[config.mk]
export PLATFORM = sky130hd
export DESIGN_NAME = bcd_counter_multi
export DESIGN_NICKNAME = d
export VERILOG_FILES = /design/src/rtl/bcd_pkg.sv /design/src/rtl/bcd_digit.sv /design/src/rtl/bcd_counter_multi.sv
export SDC_FILE = /design/constraint.sdc
export NUM_CORES = 1
export LEC_CHECK = 0
export ABC_AREA = 1
export BUFFER_PORTS_ARGS = -buffer_cell sky130_fd_sc_hd__clkbuf_2
export CORE_MARGIN = 8
export CORE_UTILIZATION = 35
export CTS_BUF_LIST = sky130_fd_sc_hd__clkbuf_8
export DETAILED_ROUTE_END_ITERATION = 10
export SYNTH_ARGS = -nofsm -noshare
export SYNTH_HDL_FRONTEND = slang
export SYNTH_SLANG_ARGS = --single-unit
[constraint.sdc]
create_clock -name clk -period 2.2 [get_ports clk]
set_input_delay 0.22 -clock clk [delete_from_list [all_inputs] [get_ports clk]]
set_output_delay 0.22 -clock clk [all_outputs]
set_load 0.1 [all_outputs]
[src/rtl/bcd_pkg.sv]
//------------------------------------------------------------------------------
// bcd_pkg : shared BCD digit constants and validity helper.
// Revision: 1.0
//------------------------------------------------------------------------------
`default_nettype none

package bcd_pkg;

   localparam int       BCD_W   = 4;
   localparam bit [3:0] BCD_MAX = 4'd9;
   localparam bit [3:0] BCD_MIN = 4'd0;

   function automatic logic is_bcd(input logic [BCD_W-1:0] digit);
      return (digit <= BCD_MAX);
   endfunction

endpackage

`default_nettype wire

[src/rtl/bcd_digit.sv]
//------------------------------------------------------------------------------
// bcd_digit : one up/down BCD decade with clear, load and carry/borrow out.
// Revision: 1.0
//------------------------------------------------------------------------------
`default_nettype none

module bcd_digit
   import bcd_pkg::*;
(
   input  logic             clk,
   input  logic             reset,
   input  logic             clear,
   input  logic             load,
   input  logic [BCD_W-1:0] ld_digit,
   input  logic             ci,
   input  logic             up,
   output logic [BCD_W-1:0] q,
   output logic             co
);

   logic [BCD_W-1:0] r_q;
   logic             w_at_edge;

   assign w_at_edge = up ? (r_q == BCD_MAX) : (r_q == BCD_MIN);
   assign co        = ci & w_at_edge;
   assign q         = r_q;

   always_ff @(posedge clk or negedge reset) begin
      if (!reset) begin
         r_q <= BCD_MIN;
      end else if (clear) begin
         r_q <= BCD_MIN;
      end else if (load) begin
         // Out-of-range digits collapse to zero so no illegal code is stored.
         r_q <= is_bcd(ld_digit) ? ld_digit : BCD_MIN;
      end else if (ci) begin
         if (up)
            r_q <= w_at_edge ? BCD_MIN : r_q + 4'd1;
         else
            r_q <= w_at_edge ? BCD_MAX : r_q - 4'd1;
      end
   end

endmodule

`default_nettype wire

[src/rtl/bcd_counter_multi.sv]
//------------------------------------------------------------------------------
// bcd_counter_multi : DIGITS-decade up/down BCD counter with wrap/saturate mode.
// Revision: 1.0
//------------------------------------------------------------------------------
`default_nettype none

module bcd_counter_multi
   import bcd_pkg::*;
#(
   parameter int DIGITS = 2,
   parameter bit WRAP   = 1'b1
)(
   input  logic                  clk,
   input  logic                  reset,
   input  logic                  clear,
   input  logic                  load,
   input  logic [4*DIGITS-1:0]   load_val,
   input  logic                  en,
   input  logic                  up,
   output logic [4*DIGITS-1:0]   dout,
   output logic                  tc,
   output logic                  rollover,
   output logic                  load_err
);

   logic [DIGITS-1:0] w_ci;
   logic [DIGITS-1:0] w_co;
   logic              w_at_term;
   logic              w_bad_digit;
   logic              w_cnt_en;
   logic              r_rollover;
   logic              r_load_err;

   always_comb begin
      w_at_term   = 1'b1;
      w_bad_digit = 1'b0;
      for (int i = 0; i < DIGITS; i++) begin
         if (dout[4*i +: 4] != (up ? BCD_MAX : BCD_MIN))
            w_at_term = 1'b0;
         if (!is_bcd(load_val[4*i +: 4]))
            w_bad_digit = 1'b1;
      end
   end

   assign tc = en & w_at_term;

   // Saturating mode kills the whole chain at the terminal value so nothing moves.
   assign w_cnt_en = en & ~(~WRAP & w_at_term);

   generate
      for (genvar i = 0; i < DIGITS; i++) begin : g_digit
         if (i == 0) begin : g_lsd
            assign w_ci[i] = w_cnt_en;
         end else begin : g_upper
            assign w_ci[i] = w_co[i-1];
         end

         bcd_digit u_digit (
            .clk      (clk),
            .reset    (reset),
            .clear    (clear),
            .load     (load),
            .ld_digit (load_val[4*i +: 4]),
            .ci       (w_ci[i]),
            .up       (up),
            .q        (dout[4*i +: 4]),
            .co       (w_co[i])
         );
      end
   endgenerate

   // MSD carry-out is only non-zero on an actual wrap of the full count.
   always_ff @(posedge clk or negedge reset) begin
      if (!reset) begin
         r_rollover <= 1'b0;
         r_load_err <= 1'b0;
      end else begin
         r_rollover <= w_co[DIGITS-1] & ~clear & ~load;
         r_load_err <= load & ~clear & w_bad_digit;
      end
   end

   assign rollover = r_rollover;
   assign load_err = r_load_err;

endmodule

`default_nettype wire

==> out/summary.txt <==
Worst-path clk slew - 50 ps
PortBufs - 24
Final nets - 190
critical path type - register to primary output
clk_skew - 1.77 ps
worst hold start - load_val[7]
Yosys top cell area share - 0.268
PwrDens - 652 mW/mm²
I/O pin cnt - 25
Hold Path End - load_err$_DFF_PN0_
Slew headroom - 0.639
Initial Utilization - 0.373
DR vias - 1019
Flop pwr share - 0.313
switching portion of total power - 0.463
minimum clock period - 1910 ps
area share of xor/xnor cells in the synthesized design - 0.00938
routability congestion estimate from global placement - 0.871
Post-Synth Adder-Cell Area - 0.0804
largest net degree at the start of global routing - 12
slowest stage delay, CP - 460 ps
Hold Crit Class - input pin to register
Crit path max-delay family - flip-flops
Max Root-Sink Buffers - 2
Post-CTS Setup Bufs - 0
clock root cell - clkbuf_8
vias in the first global route - 1015
Critical path buffers and inverters - 1
antenna diode count - 0
Slew Limit Fails - 0
fmax - 524 MHz
YS warnings - 0
Crit. path cell count - 6
Setup crit end kind - primary output
Hold Violations, Final - 0
Syn Nets - 162
sequential element share of the synthesized area - 0.268
Final period util - 0.867
DRC - 0
Die Span Y - 67.6 µm
total gr overflow - 0
CTS H-tree depth - 1
clock power share - 0.248
total CTS buffers - 3
largest family of logic cells by synthesized area - simple AND/OR/NAND/NOR gates
via/cell ratio - 5.15
std cell rows - 18
Die Footprint - 0.00458 mm²
# clock sinks - 10
post-synthesis simple-gate area fraction - 0.479
DIE WIDTH - 67.6 µm
final count of negative-setup-slack endpoints - 0
final total negative setup slack - 0 ps
worst slew pin tran - 544 ps
Area contributors post-synth - dfrtp_1, nand2_1, nand3_1
critical path, cell by cell - nor2_2 > nand3_1 > o21ai_0 > nand4_1 > a21oi_4 > buf_4
CTS tree - done
average size of a mapped cell - 6.57 µm²
worst reg2reg path startpoint - g_digit[0].u_digit.q[0]$_DFFE_PN0P_
DR pass1 iterations - 4
DR WL/cell - 12.7 µm
compound-gate portion of the synthesized area - 0.0898
slowest CP cell - dfrtp_2
reg-to-reg critical path endpoint - g_digit[1].u_digit.q[0]$_DFFE_PN0P_
total global-route track usage - 0.119
status - finished clean
Mapped Area - 933 µm²
max-cap violation count - 0
Fillers - 252
synthesized instance count - 142
worst skew pair latency - 230 ps
dpl hpwl - 2.05 mm
P&R area growth vs syn - 23.1%
CP Max Fanout - 8
worst IR drop on VDD - 0.338 mV
hold depth - 3
layout cells sized above 1 - 0.274
#FFs+latches synth - 10
design area - 0.00115 mm²
Yosys cell types - 28
first-pass GRT wire length - 4.34 mm
DRT antenna net count - 0
initial drt markers - 73
Int Power - 0.403 mW
Startpoint Class - register
RSZ-0062 raised after global routing - false
FF-to-FF path depth - 10
multiplexer area fraction after synthesis - 0
wirelength, routed - 2.52 mm
CORE AREA - 0.00250 mm²
Lkg Pwr - 0.615 nW
Net Switching - 0.347 mW
Arr. time, crit path - 1690 ps
Req. time, crit path - 1980 ps
initial antenna violation count - 0
dominant cell type by area after synthesis - dfrtp_1
Comb power frac - 0.439
area post-placement - 0.00110 mm²
reg2reg setup slack - 620 ps
==> cell usage in the layout (no fill, tap or decap), drive strengths merged <==
cell / Yosys / final
nand2: 47 / 47
clkbuf: 0 / 26
nand3: 25 / 25
inv: 15 / 15
nor2: 11 / 11
dfrtp: 10 / 10
a21oi: 7 / 7
ha: 6 / 6
nand4: 6 / 6
o21ai: 4 / 4
or2: 2 / 2
nor3: 2 / 2
o211ai: 1 / 1
xor2: 1 / 1
a31oi: 1 / 1
a22oi: 1 / 1
o31ai: 1 / 1
dlygate4sd3: 0 / 1
buf: 2 / 1
==> worst max-delay path by stage <==
stage / from / end / slack (ps)
floorplan: g_digit[0].u_digit.q[0]$_DFFE_PN0P_ / tc / 90
global placement: up / tc / 590
detailed placement: up / tc / 540
CTS: g_digit[0].u_digit.q[2]$_DFFE_PN0P_ / tc / 290
global route: g_digit[1].u_digit.q[0]$_DFFE_PN0P_ / tc / 170
finish: g_digit[0].u_digit.q[2]$_DFFE_PN0P_ / tc / 290
==> metal layers <==
layer / GRT usage / wire (µm)
met4: 0.0496 / 31
met3: 0.0331 / 177
met1: 0.149 / 1210
met5: 0 / 0
met2: 0.187 / 1100
==> through the flow <==
step           hold slack, ps  total power, mW  instances   util  setup WS [ps]
2_1_floorplan           -75.6            0.490        142      -           92.1
3_3_place_gp              104            0.562        194  0.439            589
3_5_place_dp              112            0.564        194  0.439            536
4_1_cts                   266            0.755        198  0.459            295
5_1_grt                   295            0.798        198  0.459            174
6_report                  267            0.749        198  0.459            292
==> registers in the layout, summed over array words and instances, names as in the netlist <==
register           flops
load_err               1
rollover               1
g_digit.u_digit.q      8
==> power by group through the flow <==
stage,Combinational [mW],Sequential (mW),Clock [mW]
2_1_floorplan,0.147,0.342,0
3_3_place_gp,0.326,0.236,0
3_5_place_dp,0.327,0.237,0
4_1_cts,0.330,0.234,0.191
5_1_grt,0.357,0.239,0.202
6_report,0.329,0.235,0.186
==> cell type report <==
| cell class | count | area [µm²] | share of cell area |
|---|---|---|---|
| multi-input cells | 115 | 626 | 0.545 |
| flip-flops and latches | 10 | 255 | 0.222 |
| repair buffers | 25 | 133 | 0.115 |
| inverters | 15 | 56.3 | 0.0490 |
| clock buffers | 3 | 41.3 | 0.0359 |
| well taps | 30 | 37.5 | 0.0327 |
==> cell usage after synthesis <==
master	count
a21oi_1	7
a22oi_1	1
a31oi_1	1
buf_2	1
buf_4	1
dfrtp_1	10
ha_1	6
inv_1	12
inv_2	3
nand2_1	43
nand2_2	3
nand2_4	1
nand3_1	24
nand3_2	1
nand4_1	5
nand4_2	1
nor2_1	8
nor2_2	2
nor2_4	1
nor3_1	1
nor3_2	1
o211ai_1	1
o21ai_0	3
o21ai_1	1
o31ai_1	1
or2_1	1
or2_2	1
xor2_1	1
==> logic make-up (layout without fill, tap and decap cells) <==
group / count (synthesis) / count (layout)
compound gates: 15 / 15
xor+xnor: 1 / 1
simple gates: 93 / 93
flops: 10 / 10
buf+inv: 17 / 43
fa+ha+maj: 6 / 6
==> worst reg2reg max path: cells and delay by family (launching register included) <==
family        cells  cell delay (ps)
flops             1              500
simple gates      6              460
buf+inv           3              250
fa+ha+maj         1              250
==> what timing repair did <==
item,4_1_cts,5_1_grt
resized for setup,0,0
hold endpoints to repair,10,0
hold buffers,1,0
Power figures use the tool's default switching activity.
